--- src/rtl/pe_row_acc_if.sv ---
// Handshake and weight-load bundle for pe_row_acc.
// The block sits on the slave modport; the feeder/consumer side uses master.
interface pe_row_acc_if #(
    parameter int DATA_BW   = 8,
    parameter int WEIGHT_BW = 8,
    parameter int LANES     = 8,
    parameter int PSUM_BW   = 20
) ();
    logic                            w_load;
    logic [WEIGHT_BW*LANES-1:0]      w_in;
    logic                            w_swap;
    logic                            in_valid;
    logic                            in_ready;
    logic [DATA_BW*LANES-1:0]        data_in;
    logic                            out_valid;
    logic                            out_ready;
    logic signed [PSUM_BW-1:0]       data_out;
    logic                            sat_flag;

    modport master (
        output w_load, w_in, w_swap, in_valid, data_in, out_ready,
        input  in_ready, out_valid, data_out, sat_flag
    );

    modport slave (
        input  w_load, w_in, w_swap, in_valid, data_in, out_ready,
        output in_ready, out_valid, data_out, sat_flag
    );
endinterface

--- src/rtl/pe_row_acc.sv ---
// Pipelined row PE: LANES-wide signed dot product accumulated over TILES vectors.
// Define PE_ROW_ACC_SAT_EN to saturate the output reduction instead of wrapping.
module pe_row_acc #(
    parameter int DATA_BW   = 8,
    parameter int WEIGHT_BW = 8,
    parameter int LANES     = 8,
    parameter int TILES     = 4,
    parameter int PSUM_BW   = 20
) (
    input  logic         clk,
    input  logic         rst,
    pe_row_acc_if.slave  bus
);
    localparam int PROD_W = DATA_BW + WEIGHT_BW;
    localparam int SUM_W  = PROD_W + $clog2(LANES);
    localparam int ACC_W  = SUM_W + $clog2(TILES);
    localparam int TILE_W = (TILES > 1) ? $clog2(TILES) : 1;

    logic [WEIGHT_BW*LANES-1:0] shadow_w;
    logic [WEIGHT_BW*LANES-1:0] active_w;
    logic signed [PROD_W-1:0]   prod_next [LANES];
    logic signed [PROD_W-1:0]   prod      [LANES];
    logic signed [SUM_W-1:0]    tree_sum;
    logic signed [SUM_W-1:0]    s2_sum;
    logic signed [ACC_W-1:0]    acc;
    logic [TILE_W-1:0]          tile;
    logic                       s1_valid;
    logic                       s2_valid;
    logic                       acc_done;
    logic                       advance;
    logic                       accept;
    logic                       last_tile;
    logic signed [PSUM_BW-1:0]  reduced;

    // A held result blocks the whole pipeline, so no stage can overrun the output.
    assign advance      = !(bus.out_valid && !bus.out_ready);
    assign bus.in_ready = advance;
    assign accept       = bus.in_valid && advance;
    assign last_tile    = (tile == TILE_W'(TILES - 1));

    always_ff @(posedge clk or posedge rst) begin
        if (rst) begin
            shadow_w <= '0;
            active_w <= '0;
        end else begin
            if (bus.w_load) shadow_w <= bus.w_in;
            if (bus.w_swap) active_w <= shadow_w;
        end
    end

    always_comb begin
        for (int i = 0; i < LANES; i++) begin
            prod_next[i] = PROD_W'($signed(bus.data_in[i*DATA_BW +: DATA_BW]))
                         * PROD_W'($signed(active_w[i*WEIGHT_BW +: WEIGHT_BW]));
        end
    end

    always_comb begin
        tree_sum = '0;
        for (int i = 0; i < LANES; i++) begin
            tree_sum = tree_sum + SUM_W'(prod[i]);
        end
    end

    always_ff @(posedge clk or posedge rst) begin
        if (rst) begin
            s1_valid <= 1'b0;
            s2_valid <= 1'b0;
            acc_done <= 1'b0;
            s2_sum   <= '0;
            acc      <= '0;
            tile     <= '0;
            for (int i = 0; i < LANES; i++) prod[i] <= '0;
        end else if (advance) begin
            s1_valid <= bus.in_valid;
            if (accept) begin
                for (int i = 0; i < LANES; i++) prod[i] <= prod_next[i];
            end
            s2_valid <= s1_valid;
            if (s1_valid) s2_sum <= tree_sum;
            acc_done <= s2_valid && last_tile;
            if (s2_valid) begin
                acc  <= (tile == '0) ? ACC_W'(s2_sum) : acc + ACC_W'(s2_sum);
                tile <= last_tile ? '0 : tile + TILE_W'(1);
            end
        end
    end

`ifdef PE_ROW_ACC_SAT_EN
    localparam int EXT_W = (ACC_W > PSUM_BW) ? ACC_W : PSUM_BW;
    localparam logic signed [EXT_W-1:0] SAT_MAX = EXT_W'({1'b0, {(PSUM_BW-1){1'b1}}});
    localparam logic signed [EXT_W-1:0] SAT_MIN = EXT_W'($signed({1'b1, {(PSUM_BW-1){1'b0}}}));

    logic signed [EXT_W-1:0] acc_ext;
    logic                    reduced_sat;
    logic                    sat_q;

    always_comb begin
        acc_ext     = EXT_W'(acc);
        reduced     = acc_ext[PSUM_BW-1:0];
        reduced_sat = 1'b0;
        if (acc_ext > SAT_MAX) begin
            reduced     = SAT_MAX[PSUM_BW-1:0];
            reduced_sat = 1'b1;
        end else if (acc_ext < SAT_MIN) begin
            reduced     = SAT_MIN[PSUM_BW-1:0];
            reduced_sat = 1'b1;
        end
    end

    always_ff @(posedge clk or posedge rst) begin
        if (rst) begin
            sat_q <= 1'b0;
        end else if (advance && acc_done) begin
            sat_q <= reduced_sat;
        end
    end

    assign bus.sat_flag = sat_q;
`else
    assign reduced      = PSUM_BW'(acc);
    assign bus.sat_flag = 1'b0;
`endif

    // When advancing, any valid result is being taken, so out_valid drops unless refilled.
    always_ff @(posedge clk or posedge rst) begin
        if (rst) begin
            bus.out_valid <= 1'b0;
            bus.data_out  <= '0;
        end else if (advance) begin
            if (acc_done) begin
                bus.out_valid <= 1'b1;
                bus.data_out  <= reduced;
            end else begin
                bus.out_valid <= 1'b0;
            end
        end
    end
endmodule

--- src/flat_wrapper.sv ---
// flat-port wrapper written by rule: the top's interface ports become plain ports
module pe_row_acc_flat 
#(
    parameter int DATA_BW   = 8,
    parameter int WEIGHT_BW = 8,
    parameter int LANES     = 8,
    parameter int TILES     = 4,
    parameter int PSUM_BW   = 20
)
  (clk, rst, bus_w_load, bus_w_in, bus_w_swap, bus_in_valid, bus_data_in, bus_out_ready, bus_in_ready, bus_out_valid, bus_data_out, bus_sat_flag);
  pe_row_acc_if #(.DATA_BW(DATA_BW), .WEIGHT_BW(WEIGHT_BW), .LANES(LANES), .PSUM_BW(PSUM_BW)) bus_i ();
  input  logic clk;
  input  logic rst;
  input wire logic [$bits(bus_i.w_load)-1:0] bus_w_load;
  input wire logic [$bits(bus_i.w_in)-1:0] bus_w_in;
  input wire logic [$bits(bus_i.w_swap)-1:0] bus_w_swap;
  input wire logic [$bits(bus_i.in_valid)-1:0] bus_in_valid;
  input wire logic [$bits(bus_i.data_in)-1:0] bus_data_in;
  input wire logic [$bits(bus_i.out_ready)-1:0] bus_out_ready;
  output wire logic [$bits(bus_i.in_ready)-1:0] bus_in_ready;
  output wire logic [$bits(bus_i.out_valid)-1:0] bus_out_valid;
  output wire logic [$bits(bus_i.data_out)-1:0] bus_data_out;
  output wire logic [$bits(bus_i.sat_flag)-1:0] bus_sat_flag;
  assign bus_i.w_load = bus_w_load;
  assign bus_i.w_in = bus_w_in;
  assign bus_i.w_swap = bus_w_swap;
  assign bus_i.in_valid = bus_in_valid;
  assign bus_i.data_in = bus_data_in;
  assign bus_i.out_ready = bus_out_ready;
  assign bus_in_ready = bus_i.in_ready;
  assign bus_out_valid = bus_i.out_valid;
  assign bus_data_out = bus_i.data_out;
  assign bus_sat_flag = bus_i.sat_flag;
  pe_row_acc #(.DATA_BW(DATA_BW), .WEIGHT_BW(WEIGHT_BW), .LANES(LANES), .TILES(TILES), .PSUM_BW(PSUM_BW)) u_core (.clk(clk), .rst(rst), .bus(bus_i));
endmodule
--- config.mk ---
export PLATFORM = sky130hd
export DESIGN_NAME = pe_row_acc_flat
export DESIGN_NICKNAME = d
export VERILOG_FILES = /design/src/rtl/pe_row_acc_if.sv /design/src/rtl/pe_row_acc.sv /design/src/flat_wrapper.sv
export SDC_FILE = /design/constraint.sdc
export NUM_CORES = 2
export LEC_CHECK = 0
export CELL_PAD_IN_SITES_DETAIL_PLACEMENT = 0
export CELL_PAD_IN_SITES_GLOBAL_PLACEMENT = 1
export CORE_MARGIN = 8
export CORE_UTILIZATION = 50
export CTS_CLUSTER_DIAMETER = 120
export CTS_CLUSTER_SIZE = 20
export DETAILED_ROUTE_END_ITERATION = 16
export GPL_ROUTABILITY_DRIVEN = 0
export PLACE_DENSITY = 0.88
export SYNTH_ARGS = -nofsm -noshare
export SYNTH_HDL_FRONTEND = slang
export SYNTH_SLANG_ARGS = --single-unit
--- constraint.sdc ---
create_clock -name clk -period 13.87 [get_ports clk]
set_clock_uncertainty 0.15 [all_clocks]
set_input_delay 2.0805 -clock clk [delete_from_list [all_inputs] [get_ports clk]]
set_output_delay 2.0805 -clock clk [all_outputs]
set_load 0.02 [all_outputs]
Word level (Yosys, flattened, before mapping). Cells that the tools add are included.

Add/subtract/negate cells: 9. $mul: 8. Div/mod/pow operators: 0. $lt $le $gt $ge: 0. Equality and inequality tests: 1. Shift-type cells: 0. Muxes and demuxes: 3. Bitwise operators: 1. Reduce and logical (&&, ||, !) cells: 10.

Operator list (number): $mul 8x8->16 (8); $add 19x16->19 (5); $add 21x19->21 (1); $mux 21 (1); $add 17x16->18 (1); $add 16x16->17 (1); $reduce_and 2->1 (4); $logic_and 1x1->1 (3); $add 2x1->2 const B (1); $eq 2x2->1 const B (1); $logic_not 1->1 (2); $logic_not 2->1 (1); $mux 2 (1); $mux 1 (1); $not 1->1 (1).

Flip-flop bits (word level): 322. Bits in latches: 0. Memory bits (writable): 0. Memory bits (read-only): 0. Output and inout bits: 23. Logic and storage cells: 50. Memories kept: 0.

Depth between registers and ports, before layout.
Word-level depth: 7. Mapped depth: 27. Depth with buffers taken out: 27.

Worst setup path after synthesis. OpenSTA, ideal clock, no wires.

Path type: input port to flip-flop. Start: input port bus_data_in[54]. End: register u_core.prod[30] (netlist name). Setup time: 0.095 ns. Data arrival time: 5.759 ns. Data required time: 13.625 ns. Setup slack: 7.866 ns. Cell stages on the path: 17. Buffers on the path: 0. Cell sequence: and2_1 > fa_1 > inv_1 > fa_1 > inv_1 > fa_1 > inv_1 > fa_1 > inv_1 > ha_1 > o21a_1 > o21ai_0 > a21oi_1 > o211ai_1 > a21oi_1 > o21a_1 > o31ai_1.

Word-level cells in the longest chain between the ends: 1.

Ends and longest elaborated chain: from (decl) (RTL line flat_wrapper.sv:18) `input wire logic [$bits(bus_i.data_in)-1:0] bus_data_in;`; $mul 8x8->16 (RTL line pe_row_acc.sv:54) `* PROD_W'($signed(active_w[i*WEIGHT_BW +: WEIGHT_BW]));`; to (decl) (RTL line pe_row_acc.sv:22) `logic signed [PROD_W-1:0] prod [LANES];`.

No other way between the ends. A chain may end at the register's enable or synchronous reset.

Final worst setup path.
Start: register u_core.prod[81] (netlist name). End: register u_core.s2_sum[18].

Word-level cells in the longest chain between the ends: 6.

Ends and longest elaborated chain: $add 17x16->18 (RTL line pe_row_acc.sv:61) `tree_sum = tree_sum + SUM_W'(prod[i]);`; $add 19x16->19 (5 in series) (RTL line pe_row_acc.sv:61); to (signal assigned) (RTL line pe_row_acc.sv:80) `if (s1_valid) s2_sum <= tree_sum;`; to (decl) (RTL line pe_row_acc.sv:24) `logic signed [SUM_W-1:0] s2_sum;`.

No other way between the ends.

==> impl_metrics.prom <==
# TYPE chip_impl_metric gauge
chip_impl_metric{name="hold_depth",unit=""} 2
chip_impl_metric{name="sequential_element_share_of_the_synthesized_area",unit=""} 0.227
chip_impl_metric{name="met2_usage",unit=""} 0.334
chip_impl_metric{name="first_global_vias",unit=""} 25102
chip_impl_metric{name="regToRegSetupSlack",unit="ps"} 7160
chip_impl_metric{name="net_count_final",unit=""} 4600
chip_impl_info{name="outcome",value="finished clean"} 1
chip_impl_metric{name="boundaryPins",unit=""} 157
chip_impl_metric{name="setup-tns-final",unit="ps"} 0
chip_impl_info{name="post_synth_main_area_contributors",value="sky130_fd_sc_hd__fa_1, sky130_fd_sc_hd__dfrtp_1, sky130_fd_sc_hd__ha_1"} 1
chip_impl_metric{name="viasPerCell",unit=""} 5.11
chip_impl_metric{name="globalRouteOverflowTotal",unit=""} 0
chip_impl_metric{name="clockBufferDepth",unit=""} 3
chip_impl_metric{name="final_layout_size_suffix_gt1_frac",unit=""} 0.0577
chip_impl_metric{name="drt_iter0_markers",unit=""} 1146
chip_impl_metric{name="ys_ff_latch",unit=""} 321
chip_impl_metric{name="clk_pin_slew_worst_paths",unit="ps"} 90
chip_impl_metric{name="ff2ff_path_depth",unit=""} 26
chip_impl_info{name="crit_slowest_cell",value="sky130_fd_sc_hd__fa_1"} 1
chip_impl_metric{name="ant_nets",unit=""} 0
chip_impl_metric{name="design.core.area",unit="sq um"} 70000
chip_impl_metric{name="synth-edff-count",unit=""} 0
chip_impl_metric{name="finalHoldViolCount",unit=""} 0
chip_impl_metric{name="final_design_area_no_fill",unit="sq um"} 38500
chip_impl_metric{name="numClockSinks",unit=""} 321
chip_impl_metric{name="die_x",unit="um"} 282
chip_impl_metric{name="synth.lib_cells_used.distinct",unit=""} 63
chip_impl_metric{name="htree_levels",unit=""} 1
chip_impl_metric{name="setup_violations",unit=""} 0
chip_impl_metric{name="worst_ep_arrival_time",unit="ps"} 6950
chip_impl_metric{name="fp.dieArea",unit="sq um"} 79500
chip_impl_metric{name="maximum_number_of_pins_on_one_net_before_global_route_repair",unit=""} 103
chip_impl_info{name="grt_setup_unrepaired",value="no"} 1
chip_impl_metric{name="antenna-diode-count",unit=""} 0
chip_impl_metric{name="path_buf_inv",unit=""} 6
chip_impl_metric{name="first_pass_iters",unit=""} 5
chip_impl_info{name="critPathMostFrequentCell",value="sky130_fd_sc_hd__inv_1"} 1
chip_impl_info{name="critPathCapture",value="u_core.s2_sum[18]"} 1
chip_impl_metric{name="cp_data_required_time",unit="ps"} 14110
chip_impl_metric{name="post_synth_inst_count",unit=""} 3538
chip_impl_metric{name="path_max_fanout",unit=""} 5
chip_impl_metric{name="fmaxAchievable",unit="MHz"} 149
chip_impl_info{name="startpoint",value="u_core.prod[81]"} 1
chip_impl_metric{name="cts_resized",unit=""} 0
chip_impl_info{name="post-synth-top-area-cell",value="sky130_fd_sc_hd__fa_1"} 1
chip_impl_metric{name="number_of_antenna_violations_at_the_first_check_in_global_routing",unit=""} 2
chip_impl_metric{name="grt_first_pass_wirelength",unit="mm"} 128
chip_impl_metric{name="min_period",unit="ps"} 6710
chip_impl_metric{name="synth_area_per_cell",unit="sq um"} 10.0
chip_impl_metric{name="wl_per_cell",unit="um"} 16.0
chip_impl_info{name="crit_type",value="flip-flop to flip-flop"} 1
chip_impl_metric{name="mappedNetlistArea",unit="sq um"} 35400
chip_impl_metric{name="whs",unit="ps"} 333
chip_impl_metric{name="maxSlewViolCount",unit=""} 0
chip_impl_metric{name="start_util",unit=""} 0.505
chip_impl_metric{name="grt.met3_usage",unit=""} 0.0228
chip_impl_info{name="critical_path_s_top_delay_family",value="adder cells"} 1
chip_impl_metric{name="synth_net_count",unit=""} 4485
chip_impl_metric{name="die_h",unit="um"} 282
chip_impl_info{name="clock-root-buffer",value="sky130_fd_sc_hd__clkbuf_16"} 1
chip_impl_info{name="tritoncts_clock_tree",value="built"} 1
chip_impl_info{name="hold_path_class",value="flip-flop to flip-flop"} 1
chip_impl_info{name="grt-busiest-layer",value="met2"} 1
chip_impl_metric{name="synthDominantCellAreaShare",unit=""} 0.298
chip_impl_metric{name="cts.hold.buffers_added",unit=""} 0
chip_impl_metric{name="layout_worst_path_cycle_share",unit=""} 0.484
chip_impl_metric{name="cpPeakStageDelay",unit="ps"} 510
chip_impl_metric{name="synthToLayoutAreaGrowth",unit="%"} 8.79
chip_impl_info{name="startpoint_type",value="flip-flop"} 1
chip_impl_metric{name="clk_lat_worst_skew",unit="ps"} 560
chip_impl_metric{name="dp_hpwl",unit="mm"} 60.6
chip_impl_metric{name="tightest_slew",unit="ps"} 1060
chip_impl_metric{name="grt_use_met1",unit=""} 0.272
chip_impl_metric{name="timing.slew.headroom",unit=""} 0.293
chip_impl_metric{name="portBuffers",unit=""} 155
chip_impl_info{name="holdCritStartpoint",value="u_core.bus.data_out[1]"} 1
chip_impl_metric{name="detail_route.wirelength",unit="mm"} 73.7
chip_impl_metric{name="grt_usage",unit=""} 0.196
chip_impl_metric{name="post_cts.repair.setup_buffers",unit=""} 0
chip_impl_info{name="setup.worst_path.end_class",value="flip-flop"} 1
chip_impl_metric{name="synth-async-reset-ratio",unit=""} 1.00
chip_impl_metric{name="drc",unit=""} 0
chip_impl_metric{name="vias",unit=""} 23494
chip_impl_metric{name="final_core_util",unit=""} 0.549
chip_impl_metric{name="place_area",unit="sq um"} 37900
chip_impl_info{name="r2r_start",value="u_core.prod[81]"} 1
chip_impl_metric{name="critical_path_depth",unit=""} 26
chip_impl_metric{name="synth.yosys.warnings",unit=""} 0
chip_impl_info{name="postSynth.topFlopCell",value="sky130_fd_sc_hd__dfrtp_1"} 1
chip_impl_metric{name="maxCapViolations",unit=""} 0
chip_impl_info{name="timing.rr.end",value="u_core.s2_sum[18]"} 1
chip_impl_metric{name="placement_rows",unit=""} 97
chip_impl_metric{name="cts_inserted_buffers",unit=""} 21
==> cell usage in the layout (no fill, tap or decap), types with 3 or more instances in the layout <==
cell	synthesis	final
sky130_fd_sc_hd__nor2b_1	36	36
sky130_fd_sc_hd__a31oi_1	7	7
sky130_fd_sc_hd__nor3_1	35	35
sky130_fd_sc_hd__xnor2_1	112	112
sky130_fd_sc_hd__buf_4	2	11
sky130_fd_sc_hd__a41oi_1	6	6
sky130_fd_sc_hd__o31ai_1	18	18
sky130_fd_sc_hd__o211ai_1	15	15
sky130_fd_sc_hd__and2_1	297	296
sky130_fd_sc_hd__fa_1	527	527
sky130_fd_sc_hd__a21o_2	3	3
sky130_fd_sc_hd__inv_1	652	651
sky130_fd_sc_hd__a21oi_1	97	97
sky130_fd_sc_hd__nand2_1	378	377
sky130_fd_sc_hd__a21o_1	27	27
sky130_fd_sc_hd__nor2_1	66	66
sky130_fd_sc_hd__dfrtp_1	321	321
sky130_fd_sc_hd__o221ai_1	4	4
sky130_fd_sc_hd__a211oi_1	19	19
sky130_fd_sc_hd__xor2_1	38	38
sky130_fd_sc_hd__ha_1	286	286
sky130_fd_sc_hd__clkbuf_16	0	21
sky130_fd_sc_hd__nand3_1	14	14
sky130_fd_sc_hd__o21bai_1	14	14
sky130_fd_sc_hd__o21a_1	31	31
sky130_fd_sc_hd__or2_2	6	6
sky130_fd_sc_hd__mux2_2	150	150
sky130_fd_sc_hd__o311ai_0	6	6
sky130_fd_sc_hd__o31a_1	4	4
sky130_fd_sc_hd__clkdlybuf4s50_1	0	153
sky130_fd_sc_hd__nand2b_1	72	72
sky130_fd_sc_hd__o21ai_0	171	171
sky130_fd_sc_hd__mux2i_1	8	8
sky130_fd_sc_hd__o22ai_1	4	4
sky130_fd_sc_hd__a21boi_0	9	9
==> through the flow <==
step | setup slack, ps | std cells
finish | 7160 | 4597
global route | 6770 | 4597
CTS | 7210 | 4597
detailed placement | 6900 | 4570
global placement | 6970 | 4570
floorplan | 2750 | 3538
==> registers in the layout, indices dropped and copies added, names as in the netlist <==
name / cells
u_core.s1_valid: 1
u_core.bus.out_valid: 1
u_core.active_w: 64
u_core.shadow_w: 64
u_core.tile: 2
u_core.s2_valid: 1
u_core.bus.data_out: 20
u_core.s2_sum: 19
u_core.prod: 128
u_core.acc: 20
u_core.acc_done: 1
==> worst min path at each step <==
stage	end	slack [ps]
global placement	u_core.bus.out_valid	300
finish	u_core.bus.data_out[1]	330
detailed placement	u_core.bus.out_valid	310
floorplan	u_core.bus.out_valid	290
CTS	u_core.bus.out_valid	330
global route	u_core.bus.out_valid	350
==> per-layer routing <==
layer | share of wire | vias to the layer above | routed length, um
met3 | 0.037 | 63 | 2720
li1 | - | 11322 | -
met1 | 0.46 | 11810 | 33900
met4 | 0.013 | 4 | 981
met5 | 0.00033 | - | 24
met2 | 0.49 | 295 | 36100
==> synth_stat cells, drive strengths merged (64+ instances only) <==
| master | count |
|---|---|
| ha | 286 |
| mux2 | 150 |
| nand2b | 72 |
| dfrtp | 321 |
| nor2 | 66 |
| nand2 | 378 |
| fa | 527 |
| clkbuf | 64 |
| and2 | 297 |
| inv | 652 |
| a21oi | 97 |
| o21ai | 173 |
| xnor2 | 112 |
==> cell families (layout without fill, tap and decap cells) <==
logic type      Yosys count  count (layout)  synth area share
simple gates            918             918             0.130
fa+ha+maj               813             813             0.400
buf+inv                 724             843            0.0773
compound gates          453             453            0.0789
flops                   321             321             0.227
mux                     158             158            0.0500
xor+xnor                150             150            0.0371
other cells               1               1          0.000106
==> layout make-up <==
class,instances,area (sq um)
Multi-Input combinational cell,2493,24600
Tap cell,940,1180
Fill cell,6268,31600
Sequential cell,321,8030
Clock buffer,22,539
Inverter,652,2450
Timing Repair Buffer,164,1610
Clock inverter,5,50.0
==> worst min-delay path: cells and delay by family (launching register included) <==
kind	cells	cell delay [ps]
AO/OA/AOI/OAI	1	60
flip-flops	1	340
AND/OR/NAND/NOR	1	50
Power is not shown: default switching activity piles up to over one toggle a cycle in this logic, so the estimate is an artifact.
